`src/rtl/drv_pkg.sv`:
```
// Shared types and helpers for the packet stimulus driver.
// The checker feature is enabled by the DRV_CHECK_EN macro.
package drv_pkg;

  // Driver FSM: waiting for a package, or streaming its beats out.
  typedef enum logic {
    IDLE = 1'b0,
    SEND = 1'b1
  } drv_state_e;

  // Width of the package and error counters.
  localparam int CNT_W = 16;

  // Number of beats that one package slices into.
  function automatic int beats_f(input int pkg_w, input int dw, input int nch);
    return pkg_w / (2 * dw * nch);
  endfunction

endpackage

```
`src/rtl/exp_fifo.sv`:
```
// Synchronous FIFO that holds expected results for the driver's checker.
// Read data is show-ahead: rdata_o is the head entry while empty_o is low.
// A push at full is accepted when a pop happens in the same cycle.
module exp_fifo #(
  parameter int WIDTH = 8,
  parameter int DEPTH = 8
) (
  input  logic             clk,
  input  logic             rst_n,
  input  logic             push_i,
  input  logic [WIDTH-1:0] wdata_i,
  input  logic             pop_i,
  output logic [WIDTH-1:0] rdata_o,
  output logic             full_o,
  output logic             empty_o
);

  localparam int AW = (DEPTH > 1) ? $clog2(DEPTH) : 1;

  if (DEPTH < 2 || (DEPTH & (DEPTH - 1)) != 0) begin : g_bad_depth
    $error("exp_fifo: DEPTH must be a power of 2 and at least 2");
  end

  logic [WIDTH-1:0] mem_q [DEPTH];
  logic [AW:0]      wr_ptr_q, rd_ptr_q;
  logic             do_push, do_pop;

  // Extra pointer bit tells full (wrapped) apart from empty (aligned).
  assign empty_o = (wr_ptr_q == rd_ptr_q);
  assign full_o  = (wr_ptr_q[AW] != rd_ptr_q[AW]) &&
                   (wr_ptr_q[AW-1:0] == rd_ptr_q[AW-1:0]);
  assign do_pop  = pop_i && !empty_o;
  assign do_push = push_i && (!full_o || do_pop);
  assign rdata_o = mem_q[rd_ptr_q[AW-1:0]];

  // Pointer update.
  // NOTE: sequential state is assigned with <= so every flop samples pre-edge values.
  always_ff @(posedge clk or negedge rst_n) begin
    if (!rst_n) begin
      wr_ptr_q <= '0;
      rd_ptr_q <= '0;
    end else begin
      if (do_push) wr_ptr_q <= wr_ptr_q + 1'b1;
      if (do_pop)  rd_ptr_q <= rd_ptr_q + 1'b1;
    end
  end

  // Storage write.
  // NOTE: the array has no reset; pointers alone define which entries are valid.
  always_ff @(posedge clk) begin
    if (do_push) mem_q[wr_ptr_q[AW-1:0]] <= wdata_i;
  end

endmodule

```
`src/rtl/pkt_stim_driver.sv`:
```
// Packet stimulus driver: accepts whole packages over valid/ready and streams
// them as beats of NUM_CH operand pairs (A, B) with output backpressure.
// Build option DRV_CHECK_EN adds an expected-result FIFO and result checker.
module pkt_stim_driver
  import drv_pkg::*;
#(
  parameter int PACKAGE_WIDTH = 1600,
  parameter int DATA_WIDTH    = 8,
  parameter int NUM_CH        = 1,
  parameter int EXP_DEPTH     = 8
) (
  input  logic                         clk,
  input  logic                         reset_n,
  input  logic                         pkt_valid,
  output logic                         pkt_ready,
  input  logic [PACKAGE_WIDTH-1:0]     pkt_data,
  output logic                         op_valid,
  input  logic                         op_ready,
  output logic [NUM_CH*DATA_WIDTH-1:0] op_a,
  output logic [NUM_CH*DATA_WIDTH-1:0] op_b,
  output logic                         pkt_done,
  output logic [CNT_W-1:0]             pkt_cnt,
  input  logic [NUM_CH*DATA_WIDTH-1:0] res_i,
  input  logic                         res_valid_i,
  output logic                         err,
  output logic [CNT_W-1:0]             err_cnt
);

  localparam int BEATS     = beats_f(PACKAGE_WIDTH, DATA_WIDTH, NUM_CH);
  localparam int BEAT_BITS = 2 * DATA_WIDTH * NUM_CH;
  localparam int LANE_W    = NUM_CH * DATA_WIDTH;
  localparam int BEAT_W    = (BEATS > 1) ? $clog2(BEATS) : 1;

  if (BEATS == 0 || BEATS * BEAT_BITS != PACKAGE_WIDTH) begin : g_bad_cfg
    $error("pkt_stim_driver: PACKAGE_WIDTH must be a nonzero multiple of 2*DATA_WIDTH*NUM_CH");
  end

  drv_state_e               state_q, state_d;
  logic [PACKAGE_WIDTH-1:0] sr_q, sr_d;
  logic [BEAT_W-1:0]        beat_q, beat_d;
  logic                     done_q, done_d;
  logic [CNT_W-1:0]         cnt_q, cnt_d;
  logic                     live_q;
  logic                     chk_stall;
  logic                     beat_fire, last_beat, pkt_fire;

  // Handshake decode. pkt_ready also opens on the final beat so a following
  // package loads with no bubble; live_q keeps it low through reset.
  assign op_valid  = (state_q == SEND) && !chk_stall;
  assign beat_fire = op_valid && op_ready;
  assign last_beat = (beat_q == BEAT_W'(BEATS - 1));
  assign pkt_ready = live_q && ((state_q == IDLE) || (beat_fire && last_beat));
  assign pkt_fire  = pkt_valid && pkt_ready;

  assign pkt_done  = done_q;
  assign pkt_cnt   = cnt_q;

  // Current beat sits in the low bits of the shift register, A below B per channel.
  always_comb begin
    op_a = '0;
    op_b = '0;
    for (int c = 0; c < NUM_CH; c++) begin
      op_a[c*DATA_WIDTH +: DATA_WIDTH] = sr_q[c*2*DATA_WIDTH +: DATA_WIDTH];
      op_b[c*DATA_WIDTH +: DATA_WIDTH] = sr_q[c*2*DATA_WIDTH + DATA_WIDTH +: DATA_WIDTH];
    end
  end

  // Next-state logic: advance beats, finish packages, load new packages.
  // NOTE: every _d gets a default first so no path leaves it unassigned (no latches).
  always_comb begin
    state_d = state_q;
    sr_d    = sr_q;
    beat_d  = beat_q;
    done_d  = 1'b0;
    cnt_d   = cnt_q;
    case (state_q)
      IDLE: ;
      SEND: begin
        if (beat_fire) begin
          if (last_beat) begin
            // Shift register is left alone so op_a/op_b keep the last beat.
            done_d  = 1'b1;
            cnt_d   = cnt_q + CNT_W'(1);
            state_d = IDLE;
          end else begin
            sr_d   = sr_q >> BEAT_BITS;
            beat_d = beat_q + BEAT_W'(1);
          end
        end
      end
      default: state_d = IDLE;
    endcase
    if (pkt_fire) begin
      sr_d    = pkt_data;
      beat_d  = '0;
      state_d = SEND;
    end
  end

  // Driver state registers.
  always_ff @(posedge clk or negedge reset_n) begin
    if (!reset_n) begin
      state_q <= IDLE;
      sr_q    <= '0;
      beat_q  <= '0;
      done_q  <= 1'b0;
      cnt_q   <= '0;
      live_q  <= 1'b0;
    end else begin
      state_q <= state_d;
      sr_q    <= sr_d;
      beat_q  <= beat_d;
      done_q  <= done_d;
      cnt_q   <= cnt_d;
      live_q  <= 1'b1;
    end
  end

`ifdef DRV_CHECK_EN
  logic [LANE_W-1:0] exp_sum, exp_head;
  logic              fifo_full, fifo_empty, mismatch;
  logic              err_q;
  logic [CNT_W-1:0]  err_cnt_q, err_cnt_d;

  // Per-channel expected sum of the beat being handed over.
  always_comb begin
    exp_sum = '0;
    for (int c = 0; c < NUM_CH; c++) begin
      exp_sum[c*DATA_WIDTH +: DATA_WIDTH] = op_a[c*DATA_WIDTH +: DATA_WIDTH] +
                                            op_b[c*DATA_WIDTH +: DATA_WIDTH];
    end
  end

  exp_fifo #(
    .WIDTH(LANE_W),
    .DEPTH(EXP_DEPTH)
  ) u_exp_fifo (
    .clk    (clk),
    .rst_n  (reset_n),
    .push_i (beat_fire),
    .wdata_i(exp_sum),
    .pop_i  (res_valid_i),
    .rdata_o(exp_head),
    .full_o (fifo_full),
    .empty_o(fifo_empty)
  );

  // A result with nothing expected is an error in its own right.
  assign chk_stall = fifo_full;
  assign mismatch  = res_valid_i && (fifo_empty || (exp_head != res_i));
  assign err_cnt_d = (mismatch && (err_cnt_q != '1)) ? err_cnt_q + CNT_W'(1) : err_cnt_q;
  assign err       = err_q;
  assign err_cnt   = err_cnt_q;

  // Error pulse and saturating error counter.
  always_ff @(posedge clk or negedge reset_n) begin
    if (!reset_n) begin
      err_q     <= 1'b0;
      err_cnt_q <= '0;
    end else begin
      err_q     <= mismatch;
      err_cnt_q <= err_cnt_d;
    end
  end
`else
  logic unused_chk;

  assign unused_chk = ^{res_i, res_valid_i, LANE_W'(0)};
  assign chk_stall  = 1'b0;
  assign err        = 1'b0;
  assign err_cnt    = '0;
`endif

endmodule

```
`config.mk`:
```
export PLATFORM = sky130hd
export DESIGN_NAME = pkt_stim_driver
export DESIGN_NICKNAME = d
export VERILOG_FILES = /design/src/rtl/drv_pkg.sv /design/src/rtl/exp_fifo.sv /design/src/rtl/pkt_stim_driver.sv
export SDC_FILE = /design/constraint.sdc
export NUM_CORES = 2
export LEC_CHECK = 0
export ABC_AREA = 1
export CORE_AREA = 4 4 651 653
export CTS_BUF_LIST = sky130_fd_sc_hd__clkbuf_8 sky130_fd_sc_hd__clkbuf_16
export CTS_CLUSTER_SIZE = 20
export DETAILED_ROUTE_END_ITERATION = 8
export DIE_AREA = 0 0 655 657
export GPL_ROUTABILITY_DRIVEN = 0
export PLACE_DENSITY_LB_ADDON = 0.15
export SETUP_SLACK_MARGIN = 0.4
export SYNTH_ARGS = -nofsm -noshare
export SYNTH_HDL_FRONTEND = slang
export SYNTH_SLANG_ARGS = --single-unit
```
`constraint.sdc`:
```
create_clock -name clk -period 2.2 [get_ports clk]
set_input_delay 0.44 -clock clk [delete_from_list [all_inputs] [get_ports clk]]
set_output_delay 0.44 -clock clk [all_outputs]
set_load 0.02 [all_outputs]
```
==> flow_summary.json <==
{
  "port_buffers": 1638,
  "vias": 76100,
  "fill_cells": 44900,
  "yosysTopAreaCell": "dfrtp_1",
  "worst_setup_path_end_kind": "flip-flop",
  "maxSlewHeadroom_pct": 53.7,
  "period_share_pct": 125,
  "placed_cell_area_sq_um": 99900,
  "cp.depth": 20,
  "crit_top_cell": "buf_6",
  "num_rows": 238,
  "hold_viol_final": 0,
  "fp.dieH_microns": 657,
  "nets": 12700,
  "rsz0062_at_grt": "true",
  "route.detailed.drc": 0,
  "cts_buffers": 208,
  "viasPerCell": 4.51,
  "critPathMaxFanout": 5,
  "start_util_pct": 17.5,
  "cpMaxStageDelayCell": "dfrtp_1",
  "grt_max_degree": 93,
  "postRouteAntennaNets": 0,
  "syn_area_sq_um": 73400,
  "grt_pass1_vias": 77600,
  "violations": "setup timing",
  "grt_overflow_total": 0,
  "path_class": "reg -> reg",
  "cts-root-buf": "clkbuf_16",
  "wl_per_cell_microns": 25.8,
  "cts_tree": "built",
  "yosys_warnings": 0,
  "p_total_mw": 119,
  "drv_cap": 0,
  "drive_above_1_share_pct": 16.7,
  "min_path_type": "in -> reg",
  "powerDensity_nw_per_um2": 1000,
  "ir_drop_mv": 0.598,
  "die-area_sq_um": 430000,
  "fin_crit_ns": 2.76,
  "numClockSinks": 1626,
  "worstPathArrival_ns": 3.54,
  "antenna_found_initial": 249,
  "critical_path_buf_inv_count": 12,
  "synth.yosys.seq_area_share_pct": 55.5,
  "die_w_microns": 655,
  "htree_levels": 4,
  "tns_ns": -637.84,
  "synth.area.top_cells": "dfrtp_1, nand3_1, nand2_1",
  "path_clk_slew_ns": 0.06,
  "status": "finished, violations left",
  "finClkSkew_ns": 0.0835,
  "pin_count": 1665,
  "drtIter0Drc": 6384,
  "path_cells": "ha_2, nand2_2, nor2_4, nand3_4, nand2_4, buf_6, buf_6, buf_6, buf_6, nand3_4, inv_8, buf_16, buf_16, buf_12, buf_12, buf_16, clkbuf_16, buf_12, nand2_2, nand3_2",
  "start_kind": "flip-flop",
  "core-area_sq_um": 419000,
  "tightest_slew_ns": 0.695,
  "syn_inst": 8943,
  "ys_ff_latch": 1626,
  "p_leak_nw": 54.3,
  "drv_slew": 0,
  "ys_types": 31,
  "clkLatencyLatePin_ns": 0.93,
  "fin_ws_ns": -0.556,
  "hold-path-cell-count": 3,
  "drt_pass1_iterations": 6,
  "fmax_mhz": 363,
  "grt_first_pass_wirelength_microns": 593000,
  "required_ns": 2.99,
  "synthToLayoutAreaGrowth_pct": 61.8,
  "fin_area_sq_um": 119000,
  "clockBufferDepth": 4,
  "syn_avg_cell_area_sq_um": 8.20,
  "worst_path_dominant_cell_family": "buffers and inverters",
  "slowest_delay_ns": 0.39,
  "grt_usage_pct": 19.0,
  "dp.final_hpwl_microns": 322000,
  "netlist.area_leader.share_pct": 55.5,
  "finalWirelength_microns": 436000,
  "reg2reg_depth": 20,
  "finalSetupViolations": 1603
}
==> cells in the mapped netlist, drive strengths merged <==
library cell     n
o21ai           20
nand4           23
xor2             9
and2             1
a21oi            1
xnor2            6
nor3             9
nand3b           1
dfrtp         1626
conb             2
nand3         3175
nand2         3244
clkbuf         176
buf            574
inv             61
ha               2
nor2            13
==> tightest hold or removal path, stage by stage <==
cell and delay, ns:
clkdlybuf4s50_1 0.40, nand2_1 0.07, nand3_1 0.07
==> kinds of logic after synthesis <==
kind of cell	count (synthesis)	synth area share, %
AOI/OAI and AO/OA	21	0.143
xor gates and xnor gates	15	0.179
adders and majority gates	2	0.0341
buffers and inverters	811	5.53
DFF	1626	55.5
other	2	0.0102
and+or+nand+nor	6466	38.6
==> placed cells by master (no fill, tap or decap), drive strengths merged <==
cell type      Yosys  final
nand2           3244   3244
nand3           3175   3175
dfrtp           1626   1626
clkdlybuf4s50      0   1603
buf              574    859
clkbuf           176    336
dlygate4sd3        0    115
inv               61    111
diode              0    108
clkinv             0     38
nand4             23     23
o21ai             20     20
bufbuf             0     19
conb               2     18
bufinv             0     14
nor2              13     13
xor2               9      9
nor3               9      9
xnor2              6      6
clkinvlp           0      4
ha                 2      2
and2               1      1
a21oi              1      1
nand3b             1      1
==> where the power goes <==
part	internal (mW)	total, mW	switching, mW
clock	21.0	35.7	14.7
sequential	42.6	52.4	9.78
combinational	14.7	30.7	16.0
==> cell type report <==
type                    instances  area [sq um]  share of cell area, %
flip-flops and latches       1626         40700                   34.3
multi-input cells            6522         32300                   27.2
repair buffers               2663         31200                   26.3
well taps                    5520          6910                   5.82
clock buffers                 269          6090                   5.13
clock inverters               106           922                  0.777
diodes                        108           270                  0.228
inverters                      61           253                  0.213
==> per-stage QoR <==
stage / cells / setup WS [ns] / util (%) / hold WS [ns]
after floorplan: 8959 / 0.424 / - / 0.144
after global placement: 16000 / -0.632 / 23.9 / 0.438
after detailed placement: 16000 / -0.665 / 23.9 / 0.443
after CTS: 16600 / -0.594 / 26.9 / 0.000377
after global routing: 16800 / -0.647 / 28.3 / 0.0323
final: 16900 / -0.556 / 28.3 / 0.110
==> repair_timing <==
action,CTS,global route
gates resized for setup,554,701
endpoints found under the setup margin,1647,1652
buffers inserted,93,45
gates cloned,73,81
endpoints found under the hold margin,819,0
pin swaps,40,153
hold buffers,115,0
==> final timing paths <==
path / startpoint / end / slack (ns)
setup reg to reg: beat_q[1] / sr_q[993] / -0.56
min in group asynchronous: reset_n / sr_q[407] / 0.25
hold / removal: pkt_data[185] / sr_q[185] / 0.11
hold reg to reg: sr_q[1563] / sr_q[1547] / 0.42
setup / recovery: beat_q[1] / sr_q[993] / -0.56
max in group asynchronous: reset_n / sr_q[1401] / 0.81
==> layer usage <==
| layer | up-vias | track usage [%] | routed length [microns] |
|---|---|---|---|
| li1 | 34200 | - | - |
| met1 | 38200 | 23.6 | 179000 |
| met2 | 2683 | 32.2 | 211000 |
| met3 | 827 | 3.36 | 24900 |
| met4 | 98 | 8.24 | 20700 |
| met5 | - | 0 | 579 |
==> flip-flops by register name (all words and copies together), names as in the netlist <==
name,count
sr_q,1600
pkt_cnt,16
beat_q,7
live_q,1
op_valid,1
pkt_done,1
Power figures use the tool's default switching activity.
